$ cat src/rtl/datapath_feeder_pkg.sv
// Shared types and default sizes for the neuron datapath feeder.
// States cover the job flow from word loading through result return.
package datapath_feeder_pkg;

  localparam int DWIDTH_DEF  = 16;
  localparam int IN_SIZE_DEF = 64;
  localparam int TIMEOUT_DEF = 4096;

  typedef enum logic [2:0] {
    IDLE,
    LOAD_DATA,
    LOAD_WEIGHT,
    LOAD_BIAS,
    WAIT_READY,
    FIRE,
    WAIT_DONE,
    OUTPUT
  } feeder_state_t;

endpackage

$ cat src/rtl/feeder_word_router.sv
// Registered demux of one accepted stream word onto the data, weight
// or bias buffer write port selected by the current load phase.
module feeder_word_router
  import datapath_feeder_pkg::*;
#(
  parameter int DWIDTH = DWIDTH_DEF
) (
  input  logic              clk,
  input  logic              nreset,
  input  logic              accept,
  input  feeder_state_t     phase,
  input  logic [DWIDTH-1:0] word,
  output logic              we_data,
  output logic              we_weight,
  output logic              we_bias,
  output logic [DWIDTH-1:0] input_data,
  output logic [DWIDTH-1:0] input_weight,
  output logic [DWIDTH-1:0] input_bias
);

  always_ff @(posedge clk or negedge nreset) begin
    if (!nreset) begin
      we_data      <= 1'b0;
      we_weight    <= 1'b0;
      we_bias      <= 1'b0;
      input_data   <= '0;
      input_weight <= '0;
      input_bias   <= '0;
    end else begin
      we_data   <= 1'b0;
      we_weight <= 1'b0;
      we_bias   <= 1'b0;
      if (accept) begin
        unique case (1'b1)
          (phase == LOAD_DATA): begin
            we_data    <= 1'b1;
            input_data <= word;
          end
          (phase == LOAD_WEIGHT): begin
            we_weight    <= 1'b1;
            input_weight <= word;
          end
          (phase == LOAD_BIAS): begin
            we_bias    <= 1'b1;
            input_bias <= word;
          end
          default: ;
        endcase
      end
    end
  end

endmodule

$ cat src/rtl/datapath_feeder.sv
// Job sequencer feeding the neuron datapath: load, fire, collect result.
// Define FEEDER_TIMEOUT_EN to add the WAIT_DONE watchdog (timeout_err).
module datapath_feeder
  import datapath_feeder_pkg::*;
#(
  parameter int DWIDTH         = DWIDTH_DEF,
  parameter int IN_SIZE        = IN_SIZE_DEF,
  parameter int TIMEOUT_CYCLES = TIMEOUT_DEF
) (
  input  logic              clk,
  input  logic              nreset,
  input  logic              en,
  input  logic              s_valid,
  output logic              s_ready,
  input  logic [DWIDTH-1:0] s_data,
  output logic              we_data,
  output logic              we_weight,
  output logic              we_bias,
  output logic [DWIDTH-1:0] input_data,
  output logic [DWIDTH-1:0] input_weight,
  output logic [DWIDTH-1:0] input_bias,
  input  logic              buf_ready_data,
  input  logic              buf_ready_weight,
  input  logic              buf_ready_bias,
  output logic              re_data,
  output logic              re_weight,
  output logic              re_bias,
  output logic              load_en,
  input  logic [DWIDTH-1:0] neuron_out,
  input  logic              neuron_done,
  output logic              m_valid,
  input  logic              m_ready,
  output logic [DWIDTH-1:0] m_data,
  output logic              busy,
  output logic              timeout_err
);

  localparam int CW = $clog2(IN_SIZE + 1);

  feeder_state_t state, state_nx;
  logic [CW-1:0] cnt;
  logic          accept;
  logic          last;
  logic          all_ready;
  logic          fire_q;
  logic          tmo;

  assign s_ready = (state == LOAD_DATA) |
                   (state == LOAD_WEIGHT) |
                   (state == LOAD_BIAS);
  assign accept  = s_valid & s_ready;
  assign last    = (state == LOAD_BIAS) |
                   (cnt == CW'(IN_SIZE - 1));
  assign all_ready = buf_ready_data &
                     buf_ready_weight &
                     buf_ready_bias;
  assign busy    = (state != IDLE);
  assign m_valid = (state == OUTPUT);

  assign re_data   = fire_q;
  assign re_weight = fire_q;
  assign re_bias   = fire_q;
  assign load_en   = fire_q;

`ifdef FEEDER_TIMEOUT_EN
  localparam int TW = $clog2(TIMEOUT_CYCLES + 1);
  logic [TW-1:0] tcnt;
  logic          terr;

  assign tmo = (state == WAIT_DONE) & ~neuron_done &
               (tcnt == TW'(TIMEOUT_CYCLES - 1));
  assign timeout_err = terr;

  always_ff @(posedge clk or negedge nreset) begin
    if (!nreset) begin
      tcnt <= '0;
      terr <= 1'b0;
    end else begin
      if (state != WAIT_DONE) tcnt <= '0;
      else tcnt <= tcnt + TW'(1);
      if (tmo) terr <= 1'b1;
    end
  end
`else
  assign tmo         = 1'b0;
  assign timeout_err = 1'b0;
`endif

  always_comb begin
    state_nx = state;
    unique case (state)
      IDLE:        if (en) state_nx = LOAD_DATA;
      LOAD_DATA:   if (accept && last) state_nx = LOAD_WEIGHT;
      LOAD_WEIGHT: if (accept && last) state_nx = LOAD_BIAS;
      LOAD_BIAS:   if (accept) state_nx = WAIT_READY;
      WAIT_READY:  if (all_ready) state_nx = FIRE;
      FIRE:        state_nx = WAIT_DONE;
      WAIT_DONE: begin
        if (neuron_done) state_nx = OUTPUT;
        else if (tmo) state_nx = IDLE;
      end
      OUTPUT:      if (m_ready) state_nx = IDLE;
      default:     state_nx = IDLE;
    endcase
  end

  always_ff @(posedge clk or negedge nreset) begin
    if (!nreset) begin
      state  <= IDLE;
      cnt    <= '0;
      fire_q <= 1'b0;
      m_data <= '0;
    end else begin
      state  <= state_nx;
      fire_q <= (state == WAIT_READY) & all_ready;
      if (state != state_nx) cnt <= '0;
      else if (accept) cnt <= cnt + CW'(1);
      if (state == WAIT_DONE && neuron_done)
        m_data <= neuron_out;
    end
  end

  feeder_word_router #(
    .DWIDTH(DWIDTH)
  ) u_router (
    .clk         (clk),
    .nreset      (nreset),
    .accept      (accept),
    .phase       (state),
    .word        (s_data),
    .we_data     (we_data),
    .we_weight   (we_weight),
    .we_bias     (we_bias),
    .input_data  (input_data),
    .input_weight(input_weight),
    .input_bias  (input_bias)
  );

endmodule

$ cat config.mk
export PLATFORM = sky130hd
export DESIGN_NAME = datapath_feeder
export DESIGN_NICKNAME = d
export VERILOG_FILES = /design/src/rtl/datapath_feeder_pkg.sv /design/src/rtl/feeder_word_router.sv /design/src/rtl/datapath_feeder.sv
export SDC_FILE = /design/constraint.sdc
export NUM_CORES = 1
export LEC_CHECK = 0
export CAP_MARGIN = 5
export CORE_ASPECT_RATIO = 1.1
export CORE_MARGIN = 2
export CORE_UTILIZATION = 35
export CTS_CLUSTER_DIAMETER = 40
export CTS_CLUSTER_SIZE = 8
export DETAILED_ROUTE_END_ITERATION = 16
export SETUP_SLACK_MARGIN = 0.2
export SKIP_CTS_REPAIR_TIMING = 1
export SYNTH_ARGS = -nofsm -noshare
export SYNTH_HDL_FRONTEND = slang
export SYNTH_HIERARCHICAL = 1
export SYNTH_SLANG_ARGS = --single-unit
$ cat constraint.sdc
create_clock -name clk -period 2.45 [get_ports clk]
set_input_delay 0.3675 -clock clk [delete_from_list [all_inputs] [get_ports clk]]
set_output_delay 0.3675 -clock clk [all_outputs]
set_load 0.005 [all_outputs]
# Word level (Yosys, flattened, before mapping)
# Cells that the tools add are included.
[op_classes]
muxes = 16
eq_ne = 9
n_reduce_logical = 8
n_bitwise = 7
add_sub_neg = 1
[ops]
columns = ["operator", "count"]
rows = [
  ["case mux 3 bit (8 select lines)", 1],
  ["two-way mux 3 bit", 7],
  ["two-way mux 7 bit", 2],
  ["== test 3 bit, second input constant", 4],
  ["adder 7 x 1 -> 7 bit, second input constant", 1],
  ["== test 7 x 6 -> 1 bit, second input constant", 1],
  ["== test 3 x 2 -> 1 bit, second input constant", 2],
  ["two-way mux 1 bit", 6],
  ["AND reduction 2 bit", 3],
  ["AND 1 bit", 4],
  ["== test 3 x 1 -> 1 bit, second input constant", 1],
  ["zero test 3 bit", 1],
  ["!= test 3 bit", 1],
  ["bitwise OR 1 bit", 3],
  ["nonzero test 3 bit", 1],
  ["logical AND 1 bit", 2],
  ["nonzero test 2 bit", 1],
]
[word_totals]
in_bits = 41
output_inout_bits = 75
ff_bits = 78

# Longest topological paths before layout
[depth]
depth_word = 9
depth_mapped = 6

# By module
# The synthesis kept the hierarchy.
[by_module_without_submodules]
columns = ["module", "seq_area_each_um2", "area_per_inst_um2", "n_inst", "cells_per_inst"]
rows = [
  ["feeder_word_router", 1276.2, 2004.4, 1, 108],
  ["datapath_feeder", 675.6, 1363.8, 1, 108],
]

# Worst setup path after synthesis
# OpenSTA, ideal clock, no wires.
[synth_timing]
kind = "reg-to-reg"
start = "reg state[1]"
end = "reg u_router.input_weight[10]"
slack_ps = 729
setup_ps = 125
arrival_ps = 1595
required_ps = 2325
path_stages_with_launch = 7
path_cell_list = "dfrtp_1 -> nor2_2 -> nor2_4 -> and4bb_1 -> buf_6 -> buf_12 -> mux2_4"
[synth_between]
elab_chain_cells = 5
[synth_lines]
columns = ["element", "line", "text"]
rows = [
  ["from (decl)", "datapath_feeder.sv:40", "feeder_state_t state, state_nx;"],
  ["from (signal assigned)", "datapath_feeder.sv:114", "state <= state_nx;"],
  ["== test 3 x 1 -> 1 bit / == test 3 x 2 -> 1 bit (equally long branches)", "datapath_feeder.sv:48, datapath_feeder.sv:49", ""],
  ["bitwise OR 1 bit", "datapath_feeder.sv:48", "assign s_ready = (state == LOAD_DATA) |"],
  ["bitwise OR 1 bit (*)", "datapath_feeder.sv:49", "(state == LOAD_WEIGHT) |"],
  ["AND 1 bit (*)", "datapath_feeder.sv:51", "assign accept = s_valid & s_ready;"],
  ["named net accept", "datapath_feeder.sv:42", "logic accept;"],
  ["AND reduction 2 bit (no source line) (*)", "n/a", ""],
  ["to (signal assigned)", "feeder_word_router.sv:41", "input_weight <= word;"],
  ["to (decl)", "feeder_word_router.sv:17", "output logic [DWIDTH-1:0] input_weight,"],
]
# The timed path passes the listed nets; every way through them passes the cells marked *.
# A chain may end at the register's enable or synchronous reset.

# Worst setup path in the final report
[layout_timing]
start = "reg state[2]"
end = "out busy"
[layout_between]
elab_chain_cells = 1
[layout_lines]
columns = ["element", "line", "text"]
rows = [
  ["nonzero test 3 bit", "datapath_feeder.sv:57", "assign busy = (state != IDLE);"],
  ["to (decl)", "datapath_feeder.sv:34", "output logic busy,"],
]
# No other way between the ends.

==> impl_metrics.ini <==
[pwr]
p_int_uw = 3330
p_sw_uw = 1370
switching_share = 0.291
leakage_uw = 0.00216
power_frac_clock = 0.199
vdd_drop_max_uv = 458
power.density_mw_per_mm2 = 976
seq_power_share = 0.411
power_frac_comb = 0.390

[sta]
slew_headroom = 0.580
fin_ws_ps = 325
fin_crit_ps = 2120
rsz0062_at_grt = no
finalMaxSlewViolations = 0
tightest_slew_ps = 630
fmax_ghz = 0.471
setup-violations-final = 0
fin_skew_ps = 6.53
fin_tns_setup_ps = 0
hold_viol = 0
post-route-period-util = 0.867

[yosys]
synth_top_flop_cell = dfrtp_1
synthDistinctLibCells = 45
syn-cell-area_mm2 = 0.00337
syn_inst = 216
synth_edf_count = 0
ys_seq_elements = 78
yosysWarnings = 6
async_flop_share = 1.00
syn-num-nets = 258
ys_seq_area_frac = 0.579
syn_area_per_cell_um2 = 15.6

[global_route]
antenna_found_initial = 0
grt_max_degree = 50
grt_pass1_wl_um = 11700
grt.total_usage = 0.142
grt_pass1_vias = 2189
overflow = 0

[clocking]
cts_tree = yes
clk_latency_ps = 350
cts_made_buffers = 9
ctsHtreeMaxLevel = 3
cts.reportedPaths.clkPinSlew_ps = 80
cts_root_buffer = clkbuf_8
cts_buffer_depth = 2
clock_sinks = 78

[worst_setup_path]
slowest_stage = dfrtp_2
cp-start-kind = flop
critical_path_buf_inv_count = 1
critPathMaxFanout = 12
cp_cell_sequence = or3_4 -> clkdlybuf4s50_1
crit_type = reg2out
required_ps = 2080
cpLargestDelayFamily = flip-flops
slowest_delay_ps = 500
critPathArrivalTime_ps = 1760
end_kind = output port

[floorplanning]
dieArea_mm2 = 0.0104
core_mm2 = 0.00935
die_h_um = 107
ioPinCount = 116
start_util = 0.360
rows = 37
fp.dieW_um = 97.5

[routing]
vias = 2169
firstDrtPassIters = 4
wl_per_cell_um = 15.1
viasPerCell = 4.75
ant_nets = 0
drt_iter0_drc = 29
routed_wl_um = 6880
drc_errors = 0

[layout]
finish.instance_area_mm2 = 0.00482
drive_gt1_frac = 0.276
final_cell_mix = clkdlybuf4s50_1, dfrtp_1, mux2_2
final_core_util = 0.515
area_growth_pct = 43.0
final_nets = 377
diodes = 0
final_common_cell = clkdlybuf4s50_1
n_fill_cell = 808

[place]
place_area_mm2 = 0.00462
numPortBuffers = 114
hpwl_um = 4880
dpl_worst_slack_ps = 272
place_congestion = 0.774

[worst_hold_path]
hold_path.class = in2async

[outcome]
status = finished clean

[flow_run]
cap_violations = 0
## registers in the layout, indices dropped and copies added (netlist names)
signal and cells:
m_data 16, u_router/input_bias 16, u_router/input_data 16, u_router/input_weight 16, cnt 7, state 3
load_en 1, u_router/we_bias 1, u_router/we_data 1, u_router/we_weight 1
## path summary, 6_finish.rpt
check | startpoint | to | slack, ps | cells past startpoint
max | state[2] | busy | 330 | 2
min | nreset | u_router/input_bias[7] | 40 | 1
max reg2reg | state[2] | u_router/input_data[9] | 580 | 5
min reg2reg | m_data[13] | m_data[13] | 490 | 1
max in group asynchronous | nreset | u_router/input_weight[1] | 1820 | 2
min in group clk | m_data[13] | m_data[13] | 490 | 1
## cell usage after synthesis (2+ instances only)
library cell | number | area share
a31oi_1 | 2 | 0.0037
buf_4 | 5 | 0.011
inv_1 | 2 | 0.0022
nor3_2 | 4 | 0.012
buf_2 | 3 | 0.0045
and4bb_1 | 2 | 0.0074
mux2_4 | 18 | 0.080
and3_1 | 2 | 0.0037
buf_6 | 2 | 0.0067
mux2_1 | 10 | 0.033
nor2_1 | 4 | 0.0045
nand2_1 | 3 | 0.0033
nor2b_1 | 2 | 0.0037
dfrtp_1 | 78 | 0.58
a21oi_1 | 2 | 0.0030
buf_12 | 2 | 0.012
xor2_1 | 4 | 0.010
mux2i_1 | 2 | 0.0059
nand4_1 | 5 | 0.0093
mux2_2 | 36 | 0.12
nor3_1 | 4 | 0.0059
## worst reg2reg max path, stage by stage, from the launching register on
cell and delay, ps:
dfrtp_2 500, nand2b_4 200, nor2_4 220, and4bb_1 280, buf_12 190, mux2_2 350
## per-stage QoR
step	hold slack [ps]	std cells	power, uW
after floorplan	71.9	216	2850
after global placement	446	441	3770
after detailed placement	439	441	3810
after CTS	60.8	457	4770
after global routing	73.6	457	5010
final	41.6	457	4700
## power by group through the flow
stage	sequential (uW)	clock, uW	combinational [uW]
finish	1930	935	1830
global route	2000	1030	1990
CTS	1930	973	1860
detailed placement	1950	0	1850
global placement	1940	0	1820
floorplan	1920	0	926
## per-layer routing
metal,vias to the layer above,wire length (um),GRT usage
met1,1055,3320,0.205
met2,89,2950,0.202
met3,10,479,0.0404
li1,1015,-,-
met4,0,127,0.0565
met5,-,0,0
## cell type report
class | count | area [um^2] | area share
timing repair buffer | 121 | 1230 | 0.255
sequential | 78 | 1950 | 0.405
tap | 117 | 146 | 0.0304
clock buffer | 11 | 131 | 0.0273
inverter | 2 | 7.51 | 0.00156
multi-input combinational | 123 | 1290 | 0.268
clock inverter | 5 | 58.8 | 0.0122
## logic make-up (layout without fill, tap and decap cells)
logic type,count (synthesis),in the layout,share of synthesized area
flops,78,78,0.579
simple gates,39,39,0.0932
xor+xnor,5,5,0.0130
mux,66,66,0.240
compound gates,11,11,0.0308
other cells,1,1,0.00111
buf+inv,15,139,0.0386
fa+ha+maj,1,1,0.00371
No activity file was read; power rests on OpenSTA's default activity.
